File: config.mk
export PLATFORM = sky130hd
export DESIGN_NAME = multi_cycle_control
export DESIGN_NICKNAME = d
export VERILOG_FILES = /design/src/rtl/multi_cycle_control.sv
export SDC_FILE = /design/constraint.sdc
export NUM_CORES = 1
export LEC_CHECK = 0
export ABC_AREA = 0
export BUFFER_PORTS_ARGS = -buffer_cell sky130_fd_sc_hd__clkbuf_2
export CAP_MARGIN = 30
export CORE_AREA = 2 2 55 57
export CTS_BUF_LIST = sky130_fd_sc_hd__clkbuf_4 sky130_fd_sc_hd__clkbuf_8
export CTS_CLUSTER_SIZE = 24
export DETAILED_ROUTE_END_ITERATION = 16
export DIE_AREA = 0 0 57 59
export PLACE_DENSITY = 0.84
export SYNTH_ARGS = -nofsm -noshare
export SYNTH_HDL_FRONTEND = slang
export SYNTH_SLANG_ARGS = --single-unit
File: constraint.sdc
create_clock -name CLK -period 4.4 [get_ports CLK]
set_clock_uncertainty 0.15 [all_clocks]
set_input_delay 0.44 -clock CLK [delete_from_list [all_inputs] [get_ports CLK]]
set_output_delay 0.44 -clock CLK [all_outputs]
set_load 0.01 [all_outputs]
File: src/rtl/multi_cycle_control.sv
// -----------------------------------------------------------------------------
// multi_cycle_control
//
// Control FSM for a multi-cycle MIPS-style datapath. Every instruction is
// walked through FETCH -> DECODE -> (EXEC -> [MEM] -> [WB] | BRJ) and the
// datapath controls are decoded from the current state plus the opcode/func
// captured when the instruction register is written. Memory waits in FETCH
// and MEM are bounded by MEM_TIMEOUT; an undefined opcode or an exhausted
// wait parks the FSM in FAULT until reset.
//
// Parameters
//   ALUOP_W      width of ALUOp (>= 4); the 4-bit ALU codes are zero-extended
//   MEM_TIMEOUT  memory wait cycles allowed before a timeout fault (1..255)
//
// Ports
//   CLK          clock, all state changes on the rising edge
//   Reset_L      synchronous active-low reset
//   Opcode       instruction[31:26]
//   FuncCode     instruction[5:0]
//   Zero         ALU zero flag (consumed by the datapath through PCWriteCond)
//   MemReady     memory finishes the current access this cycle
//   PCWrite .. SignExtend   single-bit datapath controls
//   ALUSrc2      00 rt, 01 constant 4, 10 extended immediate, 11 shamt
//   PCSource     00 ALU result, 01 ALUOut, 10 jump target
//   ALUOp        ALU operation
//   IllegalOp    sticky undefined-opcode fault flag
//   Timeout      sticky memory-timeout fault flag
//   State        current FSM state (debug)
// -----------------------------------------------------------------------------
module multi_cycle_control #(
    parameter int ALUOP_W     = 4,
    parameter int MEM_TIMEOUT = 15
) (
    input  logic               CLK,
    input  logic               Reset_L,
    input  logic [5:0]         Opcode,
    input  logic [5:0]         FuncCode,
    input  logic               Zero,
    input  logic               MemReady,
    output logic               PCWrite,
    output logic               PCWriteCond,
    output logic               IRWrite,
    output logic               IorD,
    output logic               MemRead,
    output logic               MemWrite,
    output logic               MemToReg,
    output logic               RegDst,
    output logic               RegWrite,
    output logic               ALUSrc1,
    output logic               SignExtend,
    output logic [1:0]         ALUSrc2,
    output logic [1:0]         PCSource,
    output logic [ALUOP_W-1:0] ALUOp,
    output logic               IllegalOp,
    output logic               Timeout,
    output logic [3:0]         State
);

    typedef enum logic [3:0] {
        ST_FETCH  = 4'd0,
        ST_DECODE = 4'd1,
        ST_EXEC   = 4'd2,
        ST_MEM    = 4'd3,
        ST_WB     = 4'd4,
        ST_BRJ    = 4'd5,
        ST_FAULT  = 4'd15
    } state_t;

    // 4-bit ALU encoding
    localparam logic [3:0] ALU_AND  = 4'b0000;
    localparam logic [3:0] ALU_OR   = 4'b0001;
    localparam logic [3:0] ALU_ADD  = 4'b0010;
    localparam logic [3:0] ALU_SUB  = 4'b0110;
    localparam logic [3:0] ALU_SLT  = 4'b0111;
    localparam logic [3:0] ALU_ADDU = 4'b1000;
    localparam logic [3:0] ALU_XOR  = 4'b1010;
    localparam logic [3:0] ALU_SLTU = 4'b1011;
    localparam logic [3:0] ALU_LUI  = 4'b1110;
    localparam logic [3:0] ALU_FUNC = 4'b1111;

    // Opcodes
    localparam logic [5:0] OP_RTYPE = 6'b000000;
    localparam logic [5:0] OP_J     = 6'b000010;
    localparam logic [5:0] OP_BEQ   = 6'b000100;
    localparam logic [5:0] OP_ADDI  = 6'b001000;
    localparam logic [5:0] OP_ADDIU = 6'b001001;
    localparam logic [5:0] OP_SLTI  = 6'b001010;
    localparam logic [5:0] OP_SLTIU = 6'b001011;
    localparam logic [5:0] OP_ANDI  = 6'b001100;
    localparam logic [5:0] OP_ORI   = 6'b001101;
    localparam logic [5:0] OP_XORI  = 6'b001110;
    localparam logic [5:0] OP_LUI   = 6'b001111;
    localparam logic [5:0] OP_LW    = 6'b100011;
    localparam logic [5:0] OP_SW    = 6'b101011;

    // The wait that would be the MEM_TIMEOUT-th consecutive one is the last
    // allowed; the counter holds the number of waits already spent.
    localparam logic [7:0] WAIT_LAST = 8'(MEM_TIMEOUT - 1);

    state_t     state;
    state_t     state_next;
    logic [5:0] opcode_q;
    logic [5:0] func_q;
    logic [7:0] wait_cnt;
    logic [7:0] wait_next;
    logic       illegal_q;
    logic       timeout_q;
    logic       go_illegal;
    logic       go_timeout;

    // Raw write strobes before reset gating
    logic pc_write;
    logic pc_write_cond;
    logic ir_write;
    logic mem_write;
    logic reg_write;

    logic [3:0] alu_op4;

    // Instruction class of the latched opcode
    logic       is_rtype;
    logic       is_lw;
    logic       is_sw;
    logic       is_beq;
    logic       is_j;
    logic       is_shift;
    logic       is_imm;
    logic       imm_sign;
    logic [3:0] imm_aluop;

    // Zero is routed to the datapath's branch logic, not used here.
    logic unused_zero;
    assign unused_zero = Zero;

    assign is_rtype = (opcode_q == OP_RTYPE);
    assign is_lw    = (opcode_q == OP_LW);
    assign is_sw    = (opcode_q == OP_SW);
    assign is_beq   = (opcode_q == OP_BEQ);
    assign is_j     = (opcode_q == OP_J);
    // SLL 000000, SRL 000010, SRA 000011 take the shift amount as operand
    assign is_shift = is_rtype &&
                      (func_q == 6'b000000 || func_q == 6'b000010 || func_q == 6'b000011);

    always_comb begin
        is_imm    = 1'b1;
        imm_sign  = 1'b0;
        imm_aluop = ALU_AND;
        case (opcode_q)
            OP_ADDI:  begin imm_aluop = ALU_ADD;  imm_sign = 1'b1; end
            OP_ADDIU: imm_aluop = ALU_ADDU;
            OP_SLTI:  begin imm_aluop = ALU_SLT;  imm_sign = 1'b1; end
            OP_SLTIU: imm_aluop = ALU_SLTU;
            OP_ANDI:  imm_aluop = ALU_AND;
            OP_ORI:   imm_aluop = ALU_OR;
            OP_XORI:  imm_aluop = ALU_XOR;
            OP_LUI:   imm_aluop = ALU_LUI;
            default:  is_imm = 1'b0;
        endcase
    end

    // State register and instruction latch
    always_ff @(posedge CLK) begin
        if (!Reset_L) begin
            state     <= ST_FETCH;
            wait_cnt  <= 8'd0;
            opcode_q  <= 6'd0;
            func_q    <= 6'd0;
            illegal_q <= 1'b0;
            timeout_q <= 1'b0;
        end else begin
            state    <= state_next;
            wait_cnt <= wait_next;
            if (ir_write) begin
                opcode_q <= Opcode;
                func_q   <= FuncCode;
            end
            if (go_illegal) illegal_q <= 1'b1;
            if (go_timeout) timeout_q <= 1'b1;
        end
    end

    // Next state and control decode
    always_comb begin
        state_next    = state;
        wait_next     = 8'd0;   // any state change clears the wait counter
        go_illegal    = 1'b0;
        go_timeout    = 1'b0;
        pc_write      = 1'b0;
        pc_write_cond = 1'b0;
        ir_write      = 1'b0;
        mem_write     = 1'b0;
        reg_write     = 1'b0;
        IorD          = 1'b0;
        MemRead       = 1'b0;
        MemToReg      = 1'b0;
        RegDst        = 1'b0;
        ALUSrc1       = 1'b0;
        SignExtend    = 1'b0;
        ALUSrc2       = 2'b00;
        PCSource      = 2'b00;
        alu_op4       = ALU_AND;

        case (state)
            ST_FETCH: begin
                MemRead = 1'b1;
                ALUSrc2 = 2'b01;
                alu_op4 = ALU_ADD;
                // A ready on the last allowed wait still completes.
                if (MemReady) begin
                    ir_write   = 1'b1;
                    pc_write   = 1'b1;
                    state_next = ST_DECODE;
                end else if (wait_cnt == WAIT_LAST) begin
                    go_timeout = 1'b1;
                    state_next = ST_FAULT;
                end else begin
                    wait_next = wait_cnt + 8'd1;
                end
            end

            ST_DECODE: begin
                ALUSrc2    = 2'b10;
                SignExtend = 1'b1;
                alu_op4    = ALU_ADD;
                if (is_beq || is_j) begin
                    state_next = ST_BRJ;
                end else if (is_rtype || is_lw || is_sw || is_imm) begin
                    state_next = ST_EXEC;
                end else begin
                    go_illegal = 1'b1;
                    state_next = ST_FAULT;
                end
            end

            ST_EXEC: begin
                if (is_rtype) begin
                    alu_op4 = ALU_FUNC;
                    if (is_shift) begin
                        ALUSrc1 = 1'b1;
                        ALUSrc2 = 2'b11;
                    end
                end else if (is_lw || is_sw) begin
                    alu_op4    = ALU_ADD;
                    ALUSrc2    = 2'b10;
                    SignExtend = 1'b1;
                end else begin
                    alu_op4    = imm_aluop;
                    ALUSrc2    = 2'b10;
                    SignExtend = imm_sign;
                end
                state_next = (is_lw || is_sw) ? ST_MEM : ST_WB;
            end

            ST_MEM: begin
                IorD      = 1'b1;
                MemRead   = is_lw;
                mem_write = is_sw;
                if (MemReady) begin
                    state_next = is_lw ? ST_WB : ST_FETCH;
                end else if (wait_cnt == WAIT_LAST) begin
                    go_timeout = 1'b1;
                    state_next = ST_FAULT;
                end else begin
                    wait_next = wait_cnt + 8'd1;
                end
            end

            ST_WB: begin
                reg_write  = 1'b1;
                RegDst     = is_rtype;
                MemToReg   = is_lw;
                state_next = ST_FETCH;
            end

            ST_BRJ: begin
                if (is_beq) begin
                    alu_op4       = ALU_SUB;
                    pc_write_cond = 1'b1;
                    PCSource      = 2'b01;
                end else begin
                    pc_write = 1'b1;
                    PCSource = 2'b10;
                end
                state_next = ST_FETCH;
            end

            ST_FAULT: begin
                state_next = ST_FAULT;
            end

            default: begin
                state_next = ST_FAULT;
            end
        endcase
    end

    // Write strobes are forced low while reset is asserted, so a reset that
    // lands mid-access cannot commit a write on the reset cycle itself.
    assign PCWrite     = pc_write      & Reset_L;
    assign PCWriteCond = pc_write_cond & Reset_L;
    assign IRWrite     = ir_write      & Reset_L;
    assign MemWrite    = mem_write     & Reset_L;
    assign RegWrite    = reg_write     & Reset_L;

    assign ALUOp     = ALUOP_W'(alu_op4);
    assign IllegalOp = illegal_q;
    assign Timeout   = timeout_q;
    assign State     = state;

endmodule

; Word level (Yosys, flattened, before mapping)
; Index checks and enable logic that the tools add are counted.
[classes]
div_mod_pow = 0
n_addsub = 1
order_cmp = 0
reduce_logical = 17
muxes = 44
shift = 0
n_bitwise = 7
eq_ne = 20
n_mul = 0
[ops]
columns = op, count
row1 = 6-bit by 4-bit equality test with 1-bit output (second input constant), 8
row2 = 4-bit two-way mux, 7
row3 = 4-bit one-hot mux with 7 select lines, 1
row4 = 1-bit two-way mux, 23
row5 = 4-bit one-hot mux with 5 select lines, 1
row6 = 6-bit by 2-bit equality test with 1-bit output (second input constant), 3
row7 = 6-bit equality test (second input constant), 2
row8 = 6-bit logical NOT, 2
row9 = 4-bit one-hot mux with 3 select lines, 1
row10 = 3-bit two-way mux, 3
row11 = 8-bit by 1-bit adder with 8-bit output (second input constant), 1
row12 = 4-bit by 2-bit equality test with 1-bit output (second input constant), 2
row13 = 4-bit by 3-bit equality test with 1-bit output (second input constant), 2
row14 = 8-bit by 4-bit equality test with 1-bit output (second input constant), 1
row15 = 2-bit two-way mux, 4
row16 = 2-bit OR reduction, 4
row17 = 8-bit OR reduction, 1
row18 = 1-bit logical OR, 7
row19 = 6-bit by 3-bit equality test with 1-bit output (second input constant), 1
row20 = 1-bit one-hot mux with 2 select lines, 3
row21 = 2-bit one-hot mux with 3 select lines, 1
row22 = 1-bit AND, 5
row23 = 4-bit by 1-bit equality test with 1-bit output (second input constant), 1
row24 = 4-bit logical NOT, 1
row25 = other kinds (3), 4
[totals]
latchBits = 0
input_bits = 16
wordCells = 95
regBits = 26
romBits = 0
output_inout_bits = 25
ram_bits = 0
memories = 0

; Depth between registers and ports, before layout
; Gate-level depths: netlist of run 1.
[depth]
word_depth = 7
depth_mapped = 6

; Least setup slack after synthesis of run 1
; OpenSTA, ideal clock, no wires.
[synth_timing]
path_kind = reg-to-output
start = register state[2] (netlist: State[2])
end = output ALUOp[0]
arrival_time_ns = 1.501
stages_incl_launch_ff = 7
path_slack_ns = 2.309
path_cell_list = dfxtp_1 buf_2 or2_2 clkbuf_1 nor2_1 nand3_1 o21ai_0
[synth_via]
elab_chain_len = 3
elab_cells_between_ends = 6
classes_between = 3 x eq/ne / 1 x mux / 2 x reduce/logical
[synth_lines]
columns = element, line
row1 = from (decl), 100  ; state_t state;
row2 = from (signal assigned), 171  ; state <= state_next;
row3 = 4-bit by 1-bit equality test with 1-bit output or 4-bit logical NOT (tied branches), 203  ; case (state)
row4 = 2-bit OR reduction (no source line), --
row5 = 4-bit one-hot mux with 3 select lines (*), 203
row6 = to (decl), 53  ; output logic [ALUOP_W-1:0] ALUOp,
; Every way passes the cells marked *; elsewhere a longest branch is shown, timed or not.

; Worst setup path after layout of run 1
[layout_timing]
start = register state[1] (netlist: State[1])
end = output PCWrite
[layout_via]
elab_chain_len = 3
elab_cells_between_ends = 4
classes_between = 1 x eq/ne / 1 x mux / 1 x bitwise / 1 x reduce/logical
[layout_lines]
columns = element, line
row1 = 4-bit by 3-bit equality test with 1-bit output or 4-bit logical NOT (tied branches), 203
row2 = 1-bit one-hot mux with 2 select lines (*), 203
row3 = 1-bit AND (*), 299  ; assign PCWrite = pc_write & Reset_L;
row4 = to (decl), 40  ; output logic PCWrite,
; Marks and branches as above.

==> results.json, run 1 <==
{
  "outcome": "finished clean",
  "syn_inst": 192,
  "internal_power_w": 0.000602,
  "rr_worst_depth": 4,
  "cp-start-kind": "flip-flop",
  "rsz0062_at_grt": "false",
  "ys_seq_area_share_pct": 33.7,
  "final_core_util_pct": 64.6,
  "synth-edff-count": 0,
  "area_growth_pct": 13.5,
  "pwr-share-seq_pct": 35.5,
  "leakagePower_nw": 0.800,
  "ys_async_sr_fraction_pct": 0,
  "endpoint": "PCWrite",
  "clock_latency_ps": 310,
  "antenna_cells": 0,
  "die_y_um": 59,
  "ant_nets": 0,
  "hold_class": "in2reg",
  "grt_max_degree": 22,
  "wl_per_cell_um": 13.1,
  "core_um2": 2710,
  "ys.warnings.count": 0,
  "cts-buffers-inserted": 3,
  "final_nets": 240,
  "rows": 19,
  "drc": 0,
  "routed_wl_um": 3310,
  "slew_viol_final": 0,
  "grt_pass1_wl_um": 5470,
  "clk_path_buf_depth": 2,
  "ys_ff_latch": 26,
  "slew_headroom_pct": 45.4,
  "reg2reg_from": "State[1]$_SDFF_PN0_",
  "gp_congestion": 0.911,
  "cpPeakStageDelay_ps": 610,
  "critPathCaptureType": "primary output",
  "port-buffer-count": 39,
  "cts_tree": "done",
  "post_cts_buffers": 0,
  "clock-sinks": 26,
  "finalSetupViolations": 0,
  "crit_slowest_cell": "nand3_1",
  "cap_violations": 0,
  "grt_antenna_before_repair": 0,
  "hold_viol_final": 0,
  "vias": 1458,
  "clkTransAtPathRegs_ps": 140,
  "place_hpwl_um": 2490,
  "crit_start": "State[1]$_SDFF_PN0_",
  "drt_iter0_drc": 98,
  "first_global_vias": 1264,
  "timing.fmax_mhz": 370,
  "p_per_area_nw_per_um2": 585,
  "syn_nets": 210,
  "drive_gt1_share_pct": 22.6,
  "dieWidth_um": 57,
  "cp_max_fo": 14,
  "worstPathCellList": "nor2_1 -> nand3_1 -> a21oi_1 -> clkbuf_2",
  "post_cts_resize_count": 0,
  "post_synth_num_cell_types": 50,
  "drtPass1Iterations": 4,
  "start_util_pct": 57.0,
  "via_per_inst": 5.79,
  "globalRouteTotalUtil_pct": 20.3,
  "root_buffer": "clkbuf_4",
  "fin_cells": 252,
  "cp.required_ps": 3810,
  "power_frac_comb_pct": 48.9,
  "syn_area_um2": 1540,
  "ios": 41,
  "power_frac_clock_pct": 15.6,
  "place_inst": 248,
  "p_sw_w": 0.000422,
  "synth_ff_type": "dfxtp_1",
  "cp.depth": 4,
  "worstReg2RegEnd": "opcode_q[5]$_SDFFE_PN0P_",
  "cpLargestDelayFamily": "simple AND/OR/NAND/NOR gates",
  "ff2ff_setup_slack_ps": 2390,
  "timing.setup.tns_ps": 0,
  "die_area_um2": 3360,
  "fin_crit_ps": 2700,
  "grt_overflow": 0,
  "fin_crit_sh_pct": 61.4,
  "tightest_slew_ps": 817,
  "worst-path-buf-inv": 1,
  "path_class": "reg2out",
  "cp.arrival_ps": 2110,
  "cts_hold_buf": 0,
  "swShare_pct": 41.2,
  "htree_num_levels": 1,
  "syn_area_per_cell_um2": 8.04,
  "vdd.ir_drop.worst_v": 0.000352
}
==> layout by cell type (no fill, tap or decap), types with 2 or more instances in the layout <==
cell type,n
clkbuf_2,39
nor2_1,33
dfxtp_1,26
mux2i_1,13
a21oi_1,11
nand2_1,9
nand3_1,7
inv_1,7
nor3_1,6
nand2b_1,5
o21ai_0,5
nand4_1,5
xnor2_1,4
xor2_1,4
nor3b_1,3
and3_1,3
or3_1,3
clkbuf_4,3
nor2b_1,2
nand3b_1,2
nor4_1,2
a21o_1,2
ha_1,2
==> cells by family after synthesis <==
family          count (synthesis)  synth area share (%)
flops                          26                  33.7
buf+inv                        21                  6.81
mux                            13                  8.43
xor+xnor                        8                  4.54
compound gates                 32                  14.5
fa+ha+maj                       2                  1.62
simple gates                   90                  30.4
==> cell type report <==
cell class,instances,area [µm²]
Fill cell,231,958
Multi-Input combinational cell,145,918
Sequential cell,26,520
Timing Repair Buffer,39,195
Tap cell,31,38.8
Clock inverter,1,30.0
Inverter,7,26.3
Clock buffer,3,22.5
==> through the flow <==
stage                     setup slack, ps  hold slack, ps  area [µm²]  total power, W
after floorplan                      2310             288        1540        0.000744
after global placement               2030             284        1700        0.000861
after detailed placement             2040             292        1700        0.000869
after CTS                            1660             188        1750         0.00103
after global routing                 1490             186        1750         0.00110
final                                1700             194        1750         0.00102
==> worst reg2reg max path, cell delays in order, from the launching register on <==
cell     delay [ps]
dfxtp_1         440
nor2_1          240
nand3_1         610
mux2i_1         390
nor2_1           70
==> synth_stat cells (5+ instances only) <==
| library cell | instances | area, µm² |
|---|---|---|
| buf_2 | 6 | 30.0 |
| inv_1 | 7 | 26.3 |
| dfxtp_1 | 26 | 521 |
| nand3_1 | 7 | 35.0 |
| nand2_1 | 9 | 33.8 |
| nand2b_1 | 5 | 31.3 |
| nand4_1 | 5 | 31.3 |
| nor2_1 | 33 | 124 |
| nor3_1 | 6 | 30.0 |
| mux2i_1 | 13 | 130 |
| o21ai_0 | 5 | 25.0 |
| a21oi_1 | 11 | 55.1 |
==> sequential cells by signal, indices dropped and copies added (netlist names) <==
register   count
IllegalOp      1
opcode_q       6
Timeout        1
State          4
wait_cnt       8
func_q         6
==> how the worst min path moves through the flow <==
stage                                start                      to  slack, ps  cells after the start
global route                   FuncCode[0]  func_q[0]$_SDFFE_PN0P_        190                      3
global placement    IllegalOp$_SDFFE_PN0P_  IllegalOp$_SDFFE_PN0P_        280                      1
detailed placement  IllegalOp$_SDFFE_PN0P_  IllegalOp$_SDFFE_PN0P_        290                      1
floorplan           wait_cnt[0]$_SDFF_PP0_  wait_cnt[0]$_SDFF_PP0_        290                      1
finish                         FuncCode[0]  func_q[0]$_SDFFE_PN0P_        190                      3
CTS                            FuncCode[0]  func_q[0]$_SDFFE_PN0P_        190                      3
==> power by group through the flow <==
stage / clock network (W) / registers, W / logic (W)
6_report: 0.000159 / 0.000364 / 0.000501
5_1_grt: 0.000171 / 0.000376 / 0.000553
4_1_cts: 0.000163 / 0.000362 / 0.000504
3_5_place_dp: 0 / 0.000368 / 0.000502
3_3_place_gp: 0 / 0.000365 / 0.000496
2_1_floorplan: 0 / 0.000319 / 0.000424
==> per-layer routing <==
metal	GRT usage [%]	wire length (µm)	vias up	share of wire [%]
met2	32.8	1590	45	48
met5	0	0	-	0
met1	27.5	1490	673	45
met4	8.31	25	0	0.76
met3	2.84	199	2	6.0
li1	-	-	738	-
No activity file was read; power rests on OpenSTA's default activity.
==> run 2, diff against run 1 <==
ABC_AREA = 1   (was 0)
CORE_AREA = 2 2 60 62   (was 2 2 55 57)
DIE_AREA = 0 0 62 64   (was 0 0 57 59)
PLACE_DENSITY = 0.76   (was 0.84)
clock period = 2.4 ns   (was 4.4 ns; I/O delays follow)
==> run 2 against run 1 <==
Net effect: combinational power grew 120%; hold slack lost 180 ps; critical endpoint is now ALUSrc2[0]; global-route usage shrank 0.84 points; count of clock-buffer cells in the layout is the same; clock power grew 89%; largest cell class unchanged; cell count grew 26%; critical path type unchanged; die area grew 18%.
==> results.json, run 2 <==
{
  "ys.warnings.count": 0,
  "ys_ff_latch": 26,
  "yosys-top-cells-area": "dfxtp_1 (33%), nand2_1 (9.1%), nand3_1 (8.3%), nor2_1 (8.2%), a21oi_1 (7.4%)",
  "cp-start-kind": "flip-flop",
  "clock-sinks": 26,
  "synth_top_area_share_pct": 33.3,
  "final_common_cell": "clkbuf_2",
  "rr_worst_depth": 8,
  "ys_seq_area_share_pct": 33.3,
  "cpPeakStageDelay_ps": 510,
  "largest_reg_flops": 8,
  "timing.setup.tns_ps": 0,
  "gp_congestion": 0.898,
  "vdd.ir_drop.worst_v": 0.000763,
  "hold_viol_final": 0,
  "syn_area_um2": 1570,
  "rows": 21,
  "synth_most_common_cell": "nand2_1",
  "ios": 41,
  "synth-edff-count": 0,
  "globalRouteTotalUtil_pct": 19.5,
  "grt_antenna_before_repair": 0,
  "routed_wl_um": 3570,
  "dieWidth_um": 62,
  "worstHoldPathCells": 3,
  "endpoint": "ALUSrc2[0]",
  "fillCellCount": 327,
  "drt_iter0_drc": 55,
  "via_per_inst": 5.02,
  "synth_ff_type": "dfxtp_1",
  "area_growth_pct": 19.7,
  "cts-buffers-inserted": 3,
  "worstPathCellList": "nand2_1 -> nor2_4 -> o211ai_1 -> o21ai_0 -> clkbuf_2",
  "drtPass1Iterations": 4,
  "first_global_vias": 1445,
  "hold_ws_ps": 18.4,
  "crit_start": "State[1]$_SDFF_PN0_",
  "slew_viol_final": 0,
  "synth_top_area_cell": "dfxtp_1",
  "cp.depth": 5,
  "cp.arrival_ps": 1800,
  "synthTopCellsByCount": "nand2_1 (38), nor2_1 (34), inv_1 (28)",
  "syn_nets": 245,
  "grt_pass1_wl_um": 5980,
  "cp_max_fo": 7,
  "finalSetupViolations": 0,
  "wl_per_cell_um": 11.3,
  "reg2reg_from": "wait_cnt[0]$_SDFF_PP0_",
  "reg.largest.list": "wait_cnt (8), func_q (6), opcode_q (6)",
  "rsz0062_at_grt": "false",
  "regMostFlops": "wait_cnt",
  "clock_latency_ps": 330,
  "grt_max_degree": 22,
  "drc": 0,
  "grt_overflow": 0,
  "port-buffer-count": 39,
  "htree_num_levels": 1,
  "final_cell_mix": "clkbuf_2 (39), nand2_1 (38), nor2_1 (34), inv_1 (28)",
  "hold_class": "in2reg",
  "ff2ff_setup_slack_ps": 850,
  "post_cts_buffers": 0,
  "die_area_um2": 3970,
  "post_synth_num_cell_types": 33,
  "dp_slack_ps": 604,
  "p_per_area_nw_per_um2": 1090,
  "fin_crit_ps": 2190,
  "syn_inst": 227,
  "worstReg2RegEnd": "State[3]$_SDFF_PN0_",
  "root_buffer": "clkbuf_4",
  "die_y_um": 64,
  "cp.required_ps": 2010,
  "drive_gt1_share_pct": 24.7,
  "worst_slack_ps": 208,
  "timing.fmax_mhz": 456,
  "antenna_cells": 0,
  "leakagePower_nw": 0.898,
  "critPathCaptureType": "primary output",
  "worst-path-buf-inv": 1,
  "ant_nets": 0,
  "cpLargestDelayFamily": "flip-flops",
  "clk_path_buf_depth": 2,
  "place_hpwl_um": 2820,
  "crit_slowest_cell": "dfxtp_1",
  "syn_area_per_cell_um2": 6.90,
  "core_um2": 3280,
  "cap_violations": 0,
  "fin_crit_sh_pct": 91.3,
  "vias": 1591,
  "slew_headroom_pct": 76.1,
  "tightest_slew_ps": 356,
  "cts_tree": "done",
  "ys_async_sr_fraction_pct": 0,
  "path_class": "reg2out",
  "start_util_pct": 47.7,
  "clkTransAtPathRegs_ps": 140,
  "power_w": 0.00204,
  "final_nets": 290,
  "post_cts_resize_count": 0,
  "outcome": "finished clean"
}
==> run 2: cell types whose count changed after synthesis, moves of 5 or more <==
cell	change
nand2_1	+29
inv_1	+21
nand3_1	+19
mux2i_1	-13
a21oi_1	+12
buf_2	-6
nor3_1	-6
o21ai_2	+6
nand2_2	+5
nand2b_1	-5
==> run 2: metal layers <==
layer  GRT usage, %  vias up  routed length (µm)
met5              0        -                   0
met4           6.38        0                  70
met3           3.85        9                 220
met2           32.3       56                1740
met1           24.4      699                1540
li1               -      827                   -
==> run 2: power by group <==
| group | internal, W | total, W | switching (W) |
|---|---|---|---|
| Sequential | 0.000534 | 0.000659 | 0.000125 |
| Clock | 0.000169 | 0.000301 | 0.000132 |
| Combinational | 0.000377 | 0.00108 | 0.000707 |
==> run 2: worst min-delay path, stage by stage <==
cell	delay (ps)
clkbuf_2	90
o21ai_2	50
a21oi_1	90
==> run 2: area by class of cell <==
type	instances	area [µm²]	area share (%)
clock buffers	3	22.5	1.20
clock inverters	1	30.0	1.60
multi-input cells	164	871	46.5
flip-flops and latches	26	520	27.8
repair buffers	45	253	13.5
inverters	32	120	6.41
well taps	46	57.6	3.07
==> run 2: how the worst min path moves through the flow <==
stage | endpoint | startpoint | slack [ps]
2_1_floorplan | opcode_q[4]$_SDFFE_PN0P_ | Opcode[4] | 250
3_3_place_gp | func_q[0]$_SDFFE_PN0P_ | func_q[0]$_SDFFE_PN0P_ | 290
3_5_place_dp | IllegalOp$_SDFFE_PN0P_ | IllegalOp$_SDFFE_PN0P_ | 300
4_1_cts | opcode_q[2]$_SDFFE_PN0P_ | Opcode[2] | 10
5_1_grt | opcode_q[2]$_SDFFE_PN0P_ | Opcode[2] | 10
6_report | opcode_q[0]$_SDFFE_PN0P_ | Opcode[0] | 20
==> run 2: cell families (layout without fill, tap and decap cells) <==
| kind of cell | Yosys count | count (layout) | share of synthesized area (%) |
|---|---|---|---|
| simple gates | 119 | 119 | 37.2 |
| compound gates | 40 | 40 | 15.2 |
| flops | 26 | 26 | 33.3 |
| fa+ha+maj | 2 | 2 | 1.60 |
| buf+inv | 37 | 81 | 11.1 |
| xor+xnor | 3 | 3 | 1.68 |
==> run 2: stage by stage <==
stage               utilization, %  instance area (µm²)  std cells
CTS                           57.1                 1870        317
finish                        57.1                 1870        317
global route                  57.1                 1870        317
detailed placement            53.9                 1770        308
global placement              53.9                 1770        308
floorplan                        -                 1570        227
==> run 2: repair_timing <==
action | in CTS | in global routing
hold buffers | 5 | 0
endpoints found under the setup margin | 0 | 0
hold endpoints to repair | 5 | 0
